**src/rtl/display_pkg.sv**
```systemverilog
// display_pkg: shared types and constants for scanned multi-digit displays.
//   scan_state_e : scan FSM state (DEAD = all enables off, DRIVE = one digit lit)
//   nibble_t     : one BCD/hex digit value
//   MAX_DIGITS   : largest digit count supported by the scan controller
package display_pkg;

    typedef enum logic {
        DEAD  = 1'b0,
        DRIVE = 1'b1
    } scan_state_e;

    typedef logic [3:0] nibble_t;

    localparam int MAX_DIGITS = 8;

endpackage

```
**src/rtl/scan_slot_timer.sv**
```systemverilog
// scan_slot_timer: per-slot cycle counter for time-multiplexed displays.
// Counts DEAD_CYCLES while in the dead phase and SLOT_CYCLES-DEAD_CYCLES
// while in the drive phase, pulsing the matching *_done on the last cycle.
// Ports:
//   clk, rst_n   : clock, asynchronous active-low reset
//   sync         : force the counter back to 0 (slot restart)
//   in_drive     : 1 while the owner FSM is in its drive phase
//   dead_done    : last cycle of the dead phase
//   slot_done    : last cycle of the drive phase (end of slot)
module scan_slot_timer #(
    parameter int SLOT_CYCLES = 1000,
    parameter int DEAD_CYCLES = 16
) (
    input  logic clk,
    input  logic rst_n,
    input  logic sync,
    input  logic in_drive,
    output logic dead_done,
    output logic slot_done
);

    localparam int CW = (SLOT_CYCLES > 2) ? $clog2(SLOT_CYCLES) : 1;
    localparam logic [CW-1:0] DEAD_LAST  = CW'(DEAD_CYCLES - 1);
    localparam logic [CW-1:0] DRIVE_LAST = CW'(SLOT_CYCLES - DEAD_CYCLES - 1);

    logic [CW-1:0] cnt_q, cnt_d;

    always_comb begin
        dead_done = !in_drive && (cnt_q == DEAD_LAST);
        slot_done = in_drive && (cnt_q == DRIVE_LAST);
        cnt_d     = cnt_q + CW'(1);
        if (sync || dead_done || slot_done) cnt_d = '0;
    end

    always_ff @(posedge clk or negedge rst_n) begin
        if (!rst_n) cnt_q <= '0;
        else        cnt_q <= cnt_d;
    end

endmodule

```
**src/rtl/bcd_scan_ctrl.sv**
```systemverilog
// bcd_scan_ctrl: scans NUM_DIGITS digits through one shared 7-segment decoder.
// Writes land in a shadow file; a commit copies shadow to active only at the
// frame boundary (entry to slot 0), so multi-digit updates never tear.
// Optional macro BCD_SCAN_LZB_EN enables leading-zero blanking.
// Ports:
//   clk, rst_n      : clock, asynchronous active-low reset
//   wr_en/addr/data : shadow write (out-of-range addresses ignored)
//   wr_commit       : request shadow->active copy at next frame boundary
//   blank           : force all enables low (scan keeps running)
//   digit_bcd       : nibble for the external decoder, stable per slot
//   digit_en        : one-hot digit enable
//   frame_start     : one-cycle pulse when slot 0 begins
//   commit_pending  : a commit is waiting for the frame boundary
module bcd_scan_ctrl
    import display_pkg::*;
#(
    parameter int NUM_DIGITS  = 4,
    parameter int SLOT_CYCLES = 1000,
    parameter int DEAD_CYCLES = 16
) (
    input  logic                          clk,
    input  logic                          rst_n,
    input  logic                          wr_en,
    input  logic [$clog2(NUM_DIGITS)-1:0] wr_addr,
    input  logic [3:0]                    wr_data,
    input  logic                          wr_commit,
    input  logic                          blank,
    output logic [3:0]                    digit_bcd,
    output logic [NUM_DIGITS-1:0]         digit_en,
    output logic                          frame_start,
    output logic                          commit_pending
);

    localparam int IW = $clog2(NUM_DIGITS);
    localparam logic [IW-1:0] IDX_LAST = IW'(NUM_DIGITS - 1);
    localparam logic [IW:0]   ADDR_LIM = (IW + 1)'(NUM_DIGITS);

    scan_state_e state_q, state_d;
    logic [IW-1:0] idx_q, idx_d;
    logic started_q, started_d;
    nibble_t [NUM_DIGITS-1:0] shadow_q, shadow_d, active_q, active_d;
    logic pend_q, pend_d;
    nibble_t bcd_q, bcd_d;
    logic [NUM_DIGITS-1:0] en_q, en_d;
    logic fs_q, fs_d;
    logic enter_dead, boundary, dead_done, slot_done, hide;

`ifdef BCD_SCAN_LZB_EN
    logic zero_run;
`endif

    // The first edge after reset is treated as the entry into slot 0, so the
    // timer is held at 0 for that edge and the first frame_start fires there.
    scan_slot_timer #(
        .SLOT_CYCLES(SLOT_CYCLES),
        .DEAD_CYCLES(DEAD_CYCLES)
    ) u_timer (
        .clk      (clk),
        .rst_n    (rst_n),
        .sync     (!started_q),
        .in_drive (state_q == DRIVE),
        .dead_done(dead_done),
        .slot_done(slot_done)
    );

    always_comb begin
        state_d    = state_q;
        idx_d      = idx_q;
        enter_dead = 1'b0;
        started_d  = 1'b1;
        if (!started_q) begin
            state_d    = DEAD;
            idx_d      = '0;
            enter_dead = 1'b1;
        end else if (state_q == DEAD && dead_done) begin
            state_d = DRIVE;
        end else if (state_q == DRIVE && slot_done) begin
            state_d    = DEAD;
            idx_d      = (idx_q == IDX_LAST) ? '0 : idx_q + IW'(1);
            enter_dead = 1'b1;
        end
        boundary = enter_dead && (idx_d == '0);

        shadow_d = shadow_q;
        if (wr_en && ({1'b0, wr_addr} < ADDR_LIM)) shadow_d[wr_addr] = wr_data;

        // Copy from shadow next-state so a same-cycle write is included.
        active_d = active_q;
        pend_d   = pend_q;
        if (boundary) begin
            if (pend_q || wr_commit) active_d = shadow_d;
            pend_d = 1'b0;
        end else if (wr_commit) begin
            pend_d = 1'b1;
        end

        bcd_d = enter_dead ? active_d[idx_d] : bcd_q;

        hide = 1'b0;
`ifdef BCD_SCAN_LZB_EN
        // Digit i>0 is hidden when it and every higher digit are zero.
        zero_run = 1'b1;
        for (int i = NUM_DIGITS - 1; i >= 1; i--) begin
            zero_run = zero_run && (active_d[i] == 4'd0);
            if (idx_d == IW'(i)) hide = zero_run;
        end
`endif

        en_d = '0;
        if (state_d == DRIVE && !blank && !hide) en_d[idx_d] = 1'b1;

        fs_d = boundary;
    end

    always_ff @(posedge clk or negedge rst_n) begin
        if (!rst_n) begin
            state_q   <= DEAD;
            idx_q     <= '0;
            started_q <= 1'b0;
            shadow_q  <= '0;
            active_q  <= '0;
            pend_q    <= 1'b0;
            bcd_q     <= '0;
            en_q      <= '0;
            fs_q      <= 1'b0;
        end else begin
            state_q   <= state_d;
            idx_q     <= idx_d;
            started_q <= started_d;
            shadow_q  <= shadow_d;
            active_q  <= active_d;
            pend_q    <= pend_d;
            bcd_q     <= bcd_d;
            en_q      <= en_d;
            fs_q      <= fs_d;
        end
    end

    assign digit_bcd      = bcd_q;
    assign digit_en       = en_q;
    assign frame_start    = fs_q;
    assign commit_pending = pend_q;

endmodule

```
**config.mk**
```make
export PLATFORM = sky130hd
export DESIGN_NAME = bcd_scan_ctrl
export DESIGN_NICKNAME = d
export VERILOG_FILES = /design/src/rtl/display_pkg.sv /design/src/rtl/scan_slot_timer.sv /design/src/rtl/bcd_scan_ctrl.sv
export SDC_FILE = /design/constraint.sdc
export NUM_CORES = 1
export LEC_CHECK = 0
export BUFFER_PORTS_ARGS = -buffer_cell sky130_fd_sc_hd__buf_2
export CAP_MARGIN = 0
export CORE_ASPECT_RATIO = 1.4
export CORE_UTILIZATION = 59
export DETAILED_ROUTE_END_ITERATION = 7
export PLACE_DENSITY_LB_ADDON = 0.25
export SLEW_MARGIN = 20
export SYNTH_ARGS = -nofsm -noshare
export SYNTH_HDL_FRONTEND = slang
export SYNTH_SLANG_ARGS = --single-unit
```
**constraint.sdc**
```tcl
create_clock -name clk -period 3.25 [get_ports clk]
set_input_delay 0.325 -clock clk [delete_from_list [all_inputs] [get_ports clk]]
set_output_delay 0.325 -clock clk [all_outputs]
set_load 0.01 [all_outputs]
```
==> metrics <==
Port Buffers=20; post-cts hold buffer count=0; Internal Power=1.11 mW; Worst VDD drop=0.000327 V; sw frac=0.258; Placer Congestion=0.842; max-cap violation count=0; actual slew at the worst max-slew pin=0.624 ns; starting density of the core=0.615; number of hold violations in the final report=0; unrepaired setup endpoints after global routing=false; worst-path maximum fanout=16; Routed Antenna Nets=0; # diodes=0; critical-path cell list=ha_1 -> nand4b_1 -> o311ai_0 -> and2_1 -> and3_4 -> mux2_2; Synth top area share=0.542; sequential fraction of design power=0.580; Storage cell area=1400 sq um; Final nets=239; post-synth cell types=46; GR Overflow Total=0; cts bufs inserted=5; RR Endpoint=active_q[15]$_DFF_PN0_; cell with the largest stage delay on the worst path=o311ai_0; Final Cell Area=2790 sq um; Clock Tree Root=clkbuf_8; logic gate share of total power=0.173; setup repair bufs after CTS=0; Hold Crit Class=input port to asynchronous set/reset pin; Multi-input gate area=1110 sq um; complex-gate fraction of the synthesized area=0.0760; Critical Path AT=2.96 ns; area post-placement=2700 sq um; Post-Synth XOR/XNOR Area=0.0271; Avg Cell Area, Syn=12.7 sq um; Post-CTS Resized=0; core area=4200 sq um; Final Slew Violations=0; Max Freq=361 MHz; final wirelength=4970 um; largest cells by area after synthesis=dfrtp_1 54%, mux2_2 10%, mux2_4 5.8%, nor2_1 2.5%, a21boi_0 1.5%; Tmin final=2.77 ns; largest family of logic cells by synthesized area=multiplexers; Post-Synthesis Cells=203; CTS H-Tree Depth=2; CP top delay family=simple AND/OR/NAND/NOR gates; Chip Width=58.0 um; Final Setup Violations=0; first-pass GRT wire length=8570 um; vias in the first global route=1767; crit start category=flip-flop; Mapped Nets=216; final clock period utilization by the worst path=0.852; Clk pwr share=0.247; R2R Setup Slk=0.48 ns; YS warnings=0; antenna violations before repair=0; die span in y=80.3 um; die area=4660 sq um; placed cell count=264; failing checks=design-rule violations; layout cell share with drive strength beyond 1=0.291; Clk pin slew, worst setup/hold paths=0.09 ns; Cell Count, Final, Fillers Out=272; CP Class=flip-flop to flip-flop; worst reg2reg path depth=6; Clk Latency, worst-skew pair=0.31 ns; Pleak=1.30 nW; EDFF count, synth=0; DRT iter0 DRCs=52; largest net degree at the start of global routing=30; Critical Path Sink Type=flip-flop; NetSw=385 uW; Yosys reg bits=56; GRT Total Usage=0.248; utilization after layout=0.663; CP required=3.44 ns; Buf+Inv Stages, Crit Path=0; Detailed Routing Iterations Pass 1=6; Critical R2R Launch=u_timer.cnt_q[0]$_DFF_PN0_; ys flop type=dfrtp_1; CTS tree=built; Post-Synth Adder-Cell Area=0.00968; asr flop ratio synth=1.00; status=finished, violations left; multiplexer share of the synthesized area=0.166; area leader, netlist=dfrtp_1; area delta synth->final=7.84%; num rows=28; Synth Cell Area=2590 sq um; sequential area share after synthesis=0.542; via count=1666; Worst slew margin=0.584; setup TNS=0 ns; skew final=0.00935 ns; via density per instance=6.13; post-synthesis simple-gate area fraction=0.150; Crit path largest cell delay=0.58 ns; I/O pins=21; DP Wirelength=3790 um; DRC=2; CTS Buffer Depth=2; clock sinks=56; fillers=332; PwrDens=535 nW/um^2; WL per Instance=18.3 um
[flip-flops by register name (all words and copies together) (netlist names)]
register / cells
active_q: 16
shadow_q: 16
started_q: 1
commit_pending: 1
idx_q: 2
state_q: 1
digit_en: 4
u_timer.cnt_q: 10
digit_bcd: 4
frame_start: 1
[cells in the mapped netlist, types with 2 or more instances]
cell      number
nand4_1        3
o21bai_1       2
nand3b_1       2
and3_1         4
a311oi_1       3
nand3_1        2
dfrtp_1       56
nor3b_1        2
xor2_1         4
or3_1          3
o311ai_0       2
nor3_1         3
buf_6          2
mux2_2        23
nor4_1         6
a21boi_0       5
and2_1         4
a32oi_1        2
nand2b_1       4
o31ai_1        3
clkbuf_1       3
xnor2_1        4
mux2_4        10
nand2_1        7
a31oi_1        2
nor2_1        17
inv_1          4
mux2i_1        2
ha_1           2
[worst reg2reg max path, stage by stage, from the launching register on]
cell      delay, ns
dfrtp_1        0.38
ha_1           0.23
nand4b_1       0.23
o311ai_0       0.58
and2_1         0.43
and3_4         0.43
mux2_2         0.38
[per-layer routing]
metal  vias to the layer above  track usage  routed length [um]
met5                         -            0                   0
met1                       850        0.280                2030
met4                         0       0.0881                  89
met3                         8       0.0386                 109
met2                        24        0.461                2740
li1                        784            -                   -
[cell type report]
type | instances | share of cell area
clock inverter | 1 | 0.00314
inverter | 5 | 0.00673
tap | 45 | 0.0202
timing repair buffer | 22 | 0.0413
multi-input combinational | 136 | 0.399
sequential | 56 | 0.502
clock buffer | 7 | 0.0274
[cells by family (layout without fill, tap and decap cells)]
| group | Yosys count | after routing |
|---|---|---|
| AND/OR/NAND/NOR | 65 | 65 |
| AO/OA/AOI/OAI | 25 | 25 |
| XOR/XNOR | 8 | 8 |
| multiplexers | 35 | 35 |
| adder cells (fa/ha/maj) | 2 | 2 |
| flip-flops | 56 | 56 |
| other | 1 | 1 |
| buffers and inverters | 11 | 35 |
[power groups by stage]
stage	sequential [mW]	combinational [mW]	clock (mW)
final	0.865	0.258	0.369
after global placement	0.872	0.244	0
after detailed placement	0.877	0.259	0
after floorplan	0.859	0.187	0
after CTS	0.865	0.260	0.375
after global routing	0.877	0.282	0.400
[per-stage QoR]
step                setup WS (ns)  power (mW)  hold slack [ns]
finish                      0.482        1.49           0.0173
global route                0.241        1.56           0.0627
floorplan                   0.878        1.05           0.0294
CTS                         0.485        1.50           0.0385
detailed placement          0.526        1.14            0.374
global placement            0.638        1.12            0.353
[cells in the final DEF (no fill, tap or decap), types with 3 or more instances in the layout]
master / netlist / layout
o31ai_1: 3 / 3
nor4_1: 6 / 6
or3_1: 3 / 3
a311oi_1: 3 / 3
nand2_1: 7 / 7
xnor2_1: 4 / 4
mux2_2: 23 / 23
dfrtp_1: 56 / 56
buf_2: 0 / 20
and3_1: 4 / 4
nand2b_1: 4 / 4
inv_1: 4 / 4
nor2_1: 17 / 17
and2_1: 4 / 4
xor2_1: 4 / 4
nand4_1: 3 / 3
nor3_1: 3 / 3
clkbuf_8: 0 / 5
mux2_4: 10 / 10
a21boi_0: 5 / 5
[worst max-delay path by stage]
stage / from / to / slack [ns] / cells past startpoint
after floorplan: u_timer.cnt_q[0]$_DFF_PN0_ / active_q[10]$_DFF_PN0_ / 0.88 / 9
after global placement: u_timer.cnt_q[0]$_DFF_PN0_ / active_q[15]$_DFF_PN0_ / 0.64 / 6
after detailed placement: u_timer.cnt_q[0]$_DFF_PN0_ / active_q[0]$_DFF_PN0_ / 0.53 / 6
after CTS: u_timer.cnt_q[0]$_DFF_PN0_ / active_q[15]$_DFF_PN0_ / 0.49 / 6
after global routing: u_timer.cnt_q[0]$_DFF_PN0_ / active_q[15]$_DFF_PN0_ / 0.24 / 6
final: u_timer.cnt_q[0]$_DFF_PN0_ / active_q[15]$_DFF_PN0_ / 0.48 / 6
No activity file was read; power rests on OpenSTA's default activity.
